### src/rtl/fetch_stage.sv
// fetch_stage: PC register, imem address and IF/ID pipeline register.
// Optional ebreak halt enabled with FETCH_HALT_EN.
module fetch_stage #(
    parameter logic [31:0] RESET_PC = 32'h0000_3000,
    parameter logic [31:0] NOP_INST = 32'h0000_0013
) (
    input  logic        clk,
    input  logic        rst,
    input  logic        stall,
    input  logic        redirect_valid,
    input  logic [31:0] redirect_pc,
    output logic [31:0] imem_addr,
    input  logic [31:0] imem_rdata,
    output logic [31:0] if_id_pc,
    output logic [31:0] if_id_pc4,
    output logic [31:0] if_id_inst,
    output logic        if_id_valid,
    output logic [31:0] fetch_cnt,
    output logic        halted
);

    logic [31:0] pc;
    logic [31:0] pc_plus4;
    logic        deliver;

    assign pc_plus4  = pc + 32'd4;
    assign imem_addr = pc;
    // a real word enters IF/ID this edge
    assign deliver   = !redirect_valid && !stall && !halted;

`ifdef FETCH_HALT_EN
    localparam logic [31:0] EBREAK = 32'h0010_0073;
    logic halt_q;
    assign halted = halt_q;

    // set on latching ebreak, cleared by a redirect
    always_ff @(posedge clk or posedge rst) begin
        if (rst)
            halt_q <= 1'b0;
        else if (redirect_valid)
            halt_q <= 1'b0;
        else if (deliver && imem_rdata == EBREAK)
            halt_q <= 1'b1;
    end
`else
    assign halted = 1'b0;
`endif

    // PC: redirect > halt/stall hold > sequential
    always_ff @(posedge clk or posedge rst) begin
        if (rst)
            pc <= RESET_PC;
        else if (redirect_valid)
            pc <= {redirect_pc[31:2], 2'b00};
        else if (!halted && !stall)
            pc <= pc_plus4;
    end

    // IF/ID: flush on redirect, hold on stall, bubble on halt
    always_ff @(posedge clk or posedge rst) begin
        if (rst) begin
            if_id_inst  <= NOP_INST;
            if_id_pc    <= 32'd0;
            if_id_pc4   <= 32'd0;
            if_id_valid <= 1'b0;
        end else if (redirect_valid) begin
            if_id_inst  <= NOP_INST;
            if_id_pc    <= 32'd0;
            if_id_pc4   <= 32'd0;
            if_id_valid <= 1'b0;
        end else if (stall) begin
            if_id_valid <= if_id_valid;
        end else if (halted) begin
            if_id_inst  <= NOP_INST;
            if_id_valid <= 1'b0;
        end else begin
            if_id_inst  <= imem_rdata;
            if_id_pc    <= pc;
            if_id_pc4   <= pc_plus4;
            if_id_valid <= 1'b1;
        end
    end

    // count delivered instructions, wraps naturally
    always_ff @(posedge clk or posedge rst) begin
        if (rst)
            fetch_cnt <= 32'd0;
        else if (deliver)
            fetch_cnt <= fetch_cnt + 32'd1;
    end

endmodule

### config.mk
export PLATFORM = sky130hd
export DESIGN_NAME = fetch_stage
export DESIGN_NICKNAME = d
export VERILOG_FILES = /design/src/rtl/fetch_stage.sv
export SDC_FILE = /design/constraint.sdc
export NUM_CORES = 1
export LEC_CHECK = 0
export ABC_AREA = 1
export CAP_MARGIN = 20
export CORE_MARGIN = 3
export CORE_UTILIZATION = 50
export CTS_CLUSTER_DIAMETER = 40
export DETAILED_ROUTE_END_ITERATION = 7
export PLACE_DENSITY_LB_ADDON = 0.08
export SYNTH_ARGS = -nofsm -noshare
export SYNTH_HDL_FRONTEND = slang
export SYNTH_SLANG_ARGS = --single-unit
### constraint.sdc
create_clock -name clk -period 14.4 [get_ports clk]
set_clock_uncertainty 0.05 [all_clocks]
set_input_delay 2.88 -clock clk [delete_from_list [all_inputs] [get_ports clk]]
set_output_delay 2.88 -clock clk [all_outputs]
set_load 0.03 [all_outputs]
; Word-level counts from Yosys, hierarchy flattened
; Index checks and enable logic that the tools add are counted.
[totals]
in_bits = 68
out_inout_bits = 162
word_cells = 21
regBits = 161
[op_classes]
mux = 9
n_eq_ne = 1
addsub = 2
reduce_logical = 3
[op_table]
columns = op, n
row1 = two-way mux 32 bit, 7
row2 = adder 32 x 1 -> 32 bit (second input constant), 1
row3 = adder 32 x 3 -> 32 bit (second input constant), 1
row4 = zero test 1 bit, 2
row5 = two-way mux 1 bit, 2
row6 = inequality test 2 x 1 -> 1 bit (second input constant), 1
row7 = logical AND 1 bit, 1

; Longest topological paths before layout
; Gate-level depths: netlist of the first run.
[logic_depth]
depth_word = 3
ltp_mapped = 9
depth_no_buf = 9

; Worst setup path before layout of the first run
; OpenSTA, ideal clock, no wires.
[synth_path]
path_type = input to register
start = input stall
end = register fetch_cnt[25]
setup_time_ns = 0.118
n_path_buf = 0
required_time_ns = 14.232
arrival_ns = 3.661
path_slack_ns = 10.570
cell_stages = 8
path_cell_list = inv_1 nand2_4 nor2_4 nand3b_1 nor2_2 nand2_1 nand2_1 nand2_1
[synth_between]
elab_chain_len = 2
[synth_rtl]
columns = element, line_no
row1 = start: declaration, 9  ; input logic stall,
row2 = zero test 1 bit, n/a
row3 = logical AND 1 bit, 29  ; assign deliver = !redirect_valid && !stall && !halted;
row4 = end signal: assignment, 89  ; fetch_cnt <= fetch_cnt + 32'd1;
row5 = end: declaration, 18  ; output logic [31:0] fetch_cnt,
; No other way between the ends.
; A chain may end at the register's enable or synchronous reset.

; Worst setup path in the final report of the first run
[layout_path]
start = input redirect_valid
end = register pc[8] (netlist: imem_addr[8])
[layout_between]
elab_chain_len = 1
word_cells_on_any_way = 2
classes_between = eq/ne: 1 / mux: 1
[layout_rtl]
columns = element, line_no
row1 = start: declaration, 10  ; input logic redirect_valid,
row2 = inequality test 2 x 1 -> 1 bit (no line) or two-way mux 32 bit (tied branches), n/a
row3 = end signal: assignment, 54  ; pc <= {redirect_pc[31:2], 2'b00};
row4 = end signal: assignment, 56  ; pc <= pc_plus4;
row5 = end: declaration, 22  ; logic [31:0] pc;
; Several ways; a longest one is shown, not always the timed one.

==> results.yml, run 1 <==
floorplanning:
  die_w_um: 125.6
  die_area_um2: 15790
  start_util_pct: 51.36
  rows: 43
  die-height_um: 125.6
  core_um2: 13930
  ios: 230
sta:
  hold_viol_final: 0
  maxSlewHeadroom_pct: 29.74
  period_share_pct: 35.76
  setup_violations: 0
  slew_viol_final: 0
  fmax_ghz: 0.1942
  rsz0062_at_grt: "no"
  tightest_slew_ns: 1.054
  setup_ws_ns: 9.250
  tns_ns: 0
  fin_crit_ns: 5.150
critical_path:
  crit_type: "in2reg"
  worst-endpoint-required_ns: 14.62
  r2r-start: "imem_addr[3]$_DFFE_PP0N_"
  path_cells: "clkdlybuf4s50_1 > buf_4 > inv_2 > nand2_4 > inv_2 > buf_4 > nand3_1 > o21ai_0 > nand2_1 > o211ai_1"
  worst-path-max-fanout: 44
  critical_path.startpoint_type: "input pin"
  max_stage_delay_ns: 0.47
  end_kind: "register"
  worstPathArrival_ns: 5.37
  crit_slowest_cell: "clkdlybuf4s50_1"
  startpoint: "redirect_valid"
power:
  pwr-share-seq_pct: 42.4
  switching_power_uw: 364.7
  p_total_uw: 1195
  ir_worst_vdd_mv: 0.09013
  p_int_uw: 830.2
  p_clk_share_pct: 37.2
  p_leak_uw: 0.004636
  p_per_area_nw_per_um2: 118.4
  swShare_pct: 30.52
  p_comb_share_pct: 20.4
clocking:
  clock_latency_ns: 0.43
  cts_sinks: 156
  cts_resized: 0
  cts_max_level: 4
  clk_path_buf_depth: 2
  postCtsHoldBufs: 0
  numCtsBuffers: 17
  cts_tree: "built"
  clk_pin_slew_ns: 0.06
  post_cts_buffers: 0
  clockRootBuffer: "clkbuf_16"
drt:
  drt_iter0_markers: 478
  via_per_inst: 5.201
  vias: 6376
  drtAntennaViolNets: 0
  avgRoutedWirePerCell_um: 16.46
  first_pass_iters: 5
  drcViolationCount: 0
  wl_um: 20180
run_status:
  status: "complete, no violations"
synth:
  syn_area_um2: 7157
  syn_inst: 816
  synth_seq_cells: 156
  avgSynthCellArea_um2: 8.771
  yosys_warnings: 0
  yosys.cell_types.count: 33
  yosysSeqAreaShare_pct: 54.63
global_route:
  grt_overflow_total: 0
  grt_pass1_wl_um: 32770
  first_global_vias: 6269
  grt_max_degree: 100
  grt_antenna_before_repair: 0
  grt.total_usage_pct: 25.88
worst_hold_path:
  worstHoldStart: "if_id_pc4[27]$_DFFE_PP0N_"
  min_path_type: "reg2reg"
final_layout:
  fin_nets: 1103
  drive_gt1_share_pct: 7.648
  fillCellCount: 1084
  syn_to_final_growth_pct: 41.07
  n_antenna_cell: 0
place:
  place_congestion: 0.8623
  io_buffers: 224
  dp_hpwl_um: 13860
  dp_slack_ns: 8.839
flow_run:
  cap_violations: 0
## worst max-delay path, delay by kind of cell
family                 cells  cell delay [ns]
buffers and inverters      5             1.62
AND/OR/NAND/NOR            3             0.66
AO/OA/AOI/OAI              2             0.18
## cell type report
| type | instances | area (um^2) | share of cell area [%] |
|---|---|---|---|
| Clock buffer | 19 | 442.9 | 4.387 |
| Inverter | 65 | 249.0 | 2.466 |
| Sequential cell | 156 | 3910 | 38.73 |
| Multi-Input combinational cell | 565 | 2854 | 28.27 |
| Clock inverter | 13 | 142.6 | 1.413 |
| Tap cell | 180 | 225.2 | 2.231 |
| Timing Repair Buffer | 228 | 2272 | 22.51 |
## cell usage in the layout (no fill, tap or decap), drive strengths merged, types with 3 or more instances in the layout
cell type	instances
a22o	32
and2	3
buf	4
clkbuf	19
clkdlybuf4s50	224
clkinv	4
clkinvlp	5
conb	3
dfrtp	151
dfstp	5
inv	67
nand2	287
nand3	64
nand3b	6
nand4	9
nor2	65
nor3	8
o211ai	5
o21ai	54
o22a	3
xnor2	13
xor2	8
## synth_stat cells, drive strengths merged
cell type / instances / area [um^2]
or2: 1 / 6.260
nand3: 64 / 347.8
nand3b: 6 / 48.80
and2: 3 / 18.77
a21oi: 2 / 10.01
nor3: 8 / 40.04
nand2: 287 / 1117
o21ai: 54 / 270.3
dfrtp: 151 / 3779
o211ai: 5 / 37.54
clkbuf: 11 / 41.29
nor2: 65 / 366.6
conb: 1 / 3.750
inv: 65 / 244.0
xor2: 8 / 70.07
nand4: 9 / 56.30
ha: 2 / 25.02
o22a: 3 / 26.28
a22o: 32 / 280.3
buf: 21 / 122.6
dfstp: 5 / 131.4
xnor2: 13 / 113.9
## path summary, 6_finish.rpt
kind	endpoint	slack (ns)	depth (start not counted)
min in group asynchronous	if_id_inst[3]$_DFFE_PP0N_	2.96	2
max in group asynchronous	if_id_pc[1]$_DFFE_PP0N_	10.04	3
max	imem_addr[8]$_DFFE_PP0N_	9.25	10
min reg2reg	if_id_pc4[27]$_DFFE_PP0N_	0.43	2
min	if_id_pc4[27]$_DFFE_PP0N_	0.43	2
max reg2reg	imem_addr[16]$_DFFE_PP0N_	12.53	8
## stage by stage
step / hold slack [ns] / area, um^2 / cells / util [%]
2_1_floorplan: 0.5239 / 7164 / 818 / -
3_3_place_gp: 0.4133 / 9510 / 1194 / 68.25
3_5_place_dp: 0.4154 / 9510 / 1194 / 68.25
4_1_cts: 0.4324 / 10100 / 1226 / 72.45
5_1_grt: 0.4471 / 10100 / 1226 / 72.45
6_report: 0.4284 / 10100 / 1226 / 72.45
## power groups by stage
stage | registers (uW) | logic (uW) | clock network, uW
6_report | 506 | 244 | 445
5_1_grt | 512 | 260 | 468
4_1_cts | 506 | 245 | 449
3_5_place_dp | 513 | 244 | 0
3_3_place_gp | 512 | 241 | 0
2_1_floorplan | 575 | 67.6 | 0
## flip-flops by register name, indices dropped and copies added (netlist names)
signal       cells
fetch_cnt       32
if_id_inst      32
if_id_pc        31
if_id_pc4       30
if_id_valid      1
imem_addr       30
## routing by layer
layer	wire length, um	part of all wire (%)	vias up	GRT usage [%]
met1	8959	44	3052	35.76
met4	361	1.8	0	7.844
met3	1413	7.0	24	6.489
met2	9449	47	235	40.75
met5	0	0	-	0
li1	-	-	3065	-
## logic make-up after synthesis
kind of cell	after synthesis	share of synthesized area (%)
DFF	156	54.63
other	1	0.05240
buffers and inverters	97	5.699
adders and majority gates	2	0.3496
AOI/OAI and AO/OA	96	8.724
and+or+nand+nor	443	27.97
xor gates and xnor gates	21	2.570
Note: power is estimated with default switching activity, not from simulation.
==> inputs of run 2 (changes only) <==
--- a/config.mk
+++ b/config.mk
@@ -8,7 +8,7 @@
 export ABC_AREA = 1
 export CAP_MARGIN = 20
 export CORE_MARGIN = 3
-export CORE_UTILIZATION = 50
+export CORE_UTILIZATION = 47
 export CTS_CLUSTER_DIAMETER = 40
 export DETAILED_ROUTE_END_ITERATION = 7
 export PLACE_DENSITY_LB_ADDON = 0.08
==> constraint.sdc (replaced) <==
create_clock -name clk -period 4.9 [get_ports clk]
set_clock_uncertainty 0.05 [all_clocks]
set_input_delay 0.98 -clock clk [delete_from_list [all_inputs] [get_ports clk]]
set_output_delay 0.98 -clock clk [all_outputs]
set_load 0.03 [all_outputs]
==> results.yml, run 2 (synthesized netlist as in run 1, its figures left out) <==
final_layout:
  n_antenna_cell: 0
  reg_top3: "fetch_cnt (32), if_id_inst (32), if_id_pc (31)"
  drive_gt1_share_pct: 7.634
  layout_common_cells: "nand2_1, clkdlybuf4s50_1, dfrtp_1, inv_1, nand3_1"
  final_common_cell: "nand2_1"
  syn_to_final_growth_pct: 42.67
  fin_nets: 1105
power:
  p_leak_uw: 0.004696
  p_per_area_nw_per_um2: 360.6
  ir_worst_vdd_mv: 0.2490
clocking:
  clockRootBuffer: "clkbuf_16"
  cts_max_level: 4
  numCtsBuffers: 17
  clock_latency_ns: 0.43
  cts_tree: "built"
  postCtsHoldBufs: 0
  cts_resized: 0
  cts_sinks: 156
  post_cts_buffers: 0
  clk_path_buf_depth: 2
  clk_pin_slew_ns: 0.06
critical_path:
  worst-path-max-fanout: 46
  worst-endpoint-required_ns: 5.13
  critical_path.startpoint_type: "input pin"
  ff2ff_setup_slack_ns: 3.00
  end_kind: "register"
  worstPathArrival_ns: 3.40
  crit_type: "in2reg"
flow_run:
  cap_violations: 0
floorplanning:
  die_w_um: 129.4
  die-height_um: 129.4
  ios: 230
  core_um2: 14700
  die_area_um2: 16740
  rows: 44
  start_util_pct: 48.69
sta:
  period_share_pct: 64.78
  whs_ns: 0.4295
  fin_crit_ns: 3.174
  maxSlewHeadroom_pct: 28.56
  tns_ns: 0
  rsz0062_at_grt: "no"
  fmax_ghz: 0.3150
  setup_violations: 0
  tightest_slew_ns: 1.072
  slew_viol_final: 0
  hold_viol_final: 0
drt:
  drtAntennaViolNets: 0
  wl_um: 19910
  vias: 6309
  via_per_inst: 5.121
  drcViolationCount: 0
  first_pass_iters: 5
  drt_iter0_markers: 419
  avgRoutedWirePerCell_um: 16.16
place:
  dp_hpwl_um: 13960
  place_congestion: 0.8338
  io_buffers: 224
global_route:
  grt.total_usage_pct: 24.19
  grt_pass1_wl_um: 31800
  grt_max_degree: 102
  grt_overflow_total: 0
  grt_antenna_before_repair: 0
  first_global_vias: 6141
run_status:
  status: "complete, no violations"
worst_hold_path:
  min_path_type: "reg2reg"
==> run 2: cell count changes in the layout (fill, tap and decap cells not counted), sizes merged <==
cell      previous run  this run
clkbuf              19        20
bufinv               2         6
inv                 67        64
buf                  4         6
clkinv               4         5
clkinvlp             5         2
==> run 2: final timing paths <==
| path | cells after the start | from | end |
|---|---|---|---|
| max | 10 | redirect_valid | imem_addr[8]$_DFFE_PP0N_ |
| min | 2 | if_id_pc4[3]$_DFFE_PP0N_ | if_id_pc4[3]$_DFFE_PP0N_ |
| max reg2reg | 8 | imem_addr[3]$_DFFE_PP0N_ | imem_addr[16]$_DFFE_PP0N_ |
| min reg2reg | 2 | if_id_pc4[3]$_DFFE_PP0N_ | if_id_pc4[3]$_DFFE_PP0N_ |
| max in group asynchronous | 3 | rst | imem_addr[13]$_DFFE_PP1N_ |
| min in group asynchronous | 2 | rst | if_id_pc[1]$_DFFE_PP0N_ |
==> run 2: report_power, final <==
part,internal (uW),switching (uW),leakage [uW],total (uW)
sequential,1390,102,0.00205,1490
combinational,288,423,0.00233,711
clock,954,525,0.000318,1480
total,2630,1050,0.00470,3680
==> run 2: through the flow <==
stage | utilization [%] | total power, uW | instance area (um^2) | std cells | setup slack, ns
floorplan | - | 1890 | 7168 | 818 | 1.901
global placement | 64.86 | 2217 | 9534 | 1199 | 1.323
detailed placement | 64.86 | 2225 | 9534 | 1199 | 1.242
CTS | 69.33 | 3703 | 10190 | 1231 | 1.694
global route | 69.47 | 3821 | 10210 | 1232 | 1.516
finish | 69.47 | 3682 | 10210 | 1232 | 1.726
==> run 2: layout make-up <==
cell class | count | area (um^2)
clock buffer | 20 | 436.7
clock inverter | 12 | 220.2
fill | 1177 | 4488
inverter | 65 | 247.7
multi-input combinational | 565 | 2854
sequential | 156 | 3910
tap | 184 | 230.2
timing repair buffer | 230 | 2312
==> run 2: critical path, stage by stage <==
cell	delay, ns
clkdlybuf4s50_1	0.46
buf_4	0.38
inv_2	0.10
nand2_4	0.40
inv_2	0.26
buf_4	0.38
nand3_1	0.15
o21ai_0	0.09
nand2_1	0.10
o211ai_1	0.08
==> run 2: metal layers <==
metal,part of all wire [%],GRT usage [%]
met1,44,33.23
met2,46,37.38
met3,7.0,6.719
met4,2.3,7.968
met5,0,0
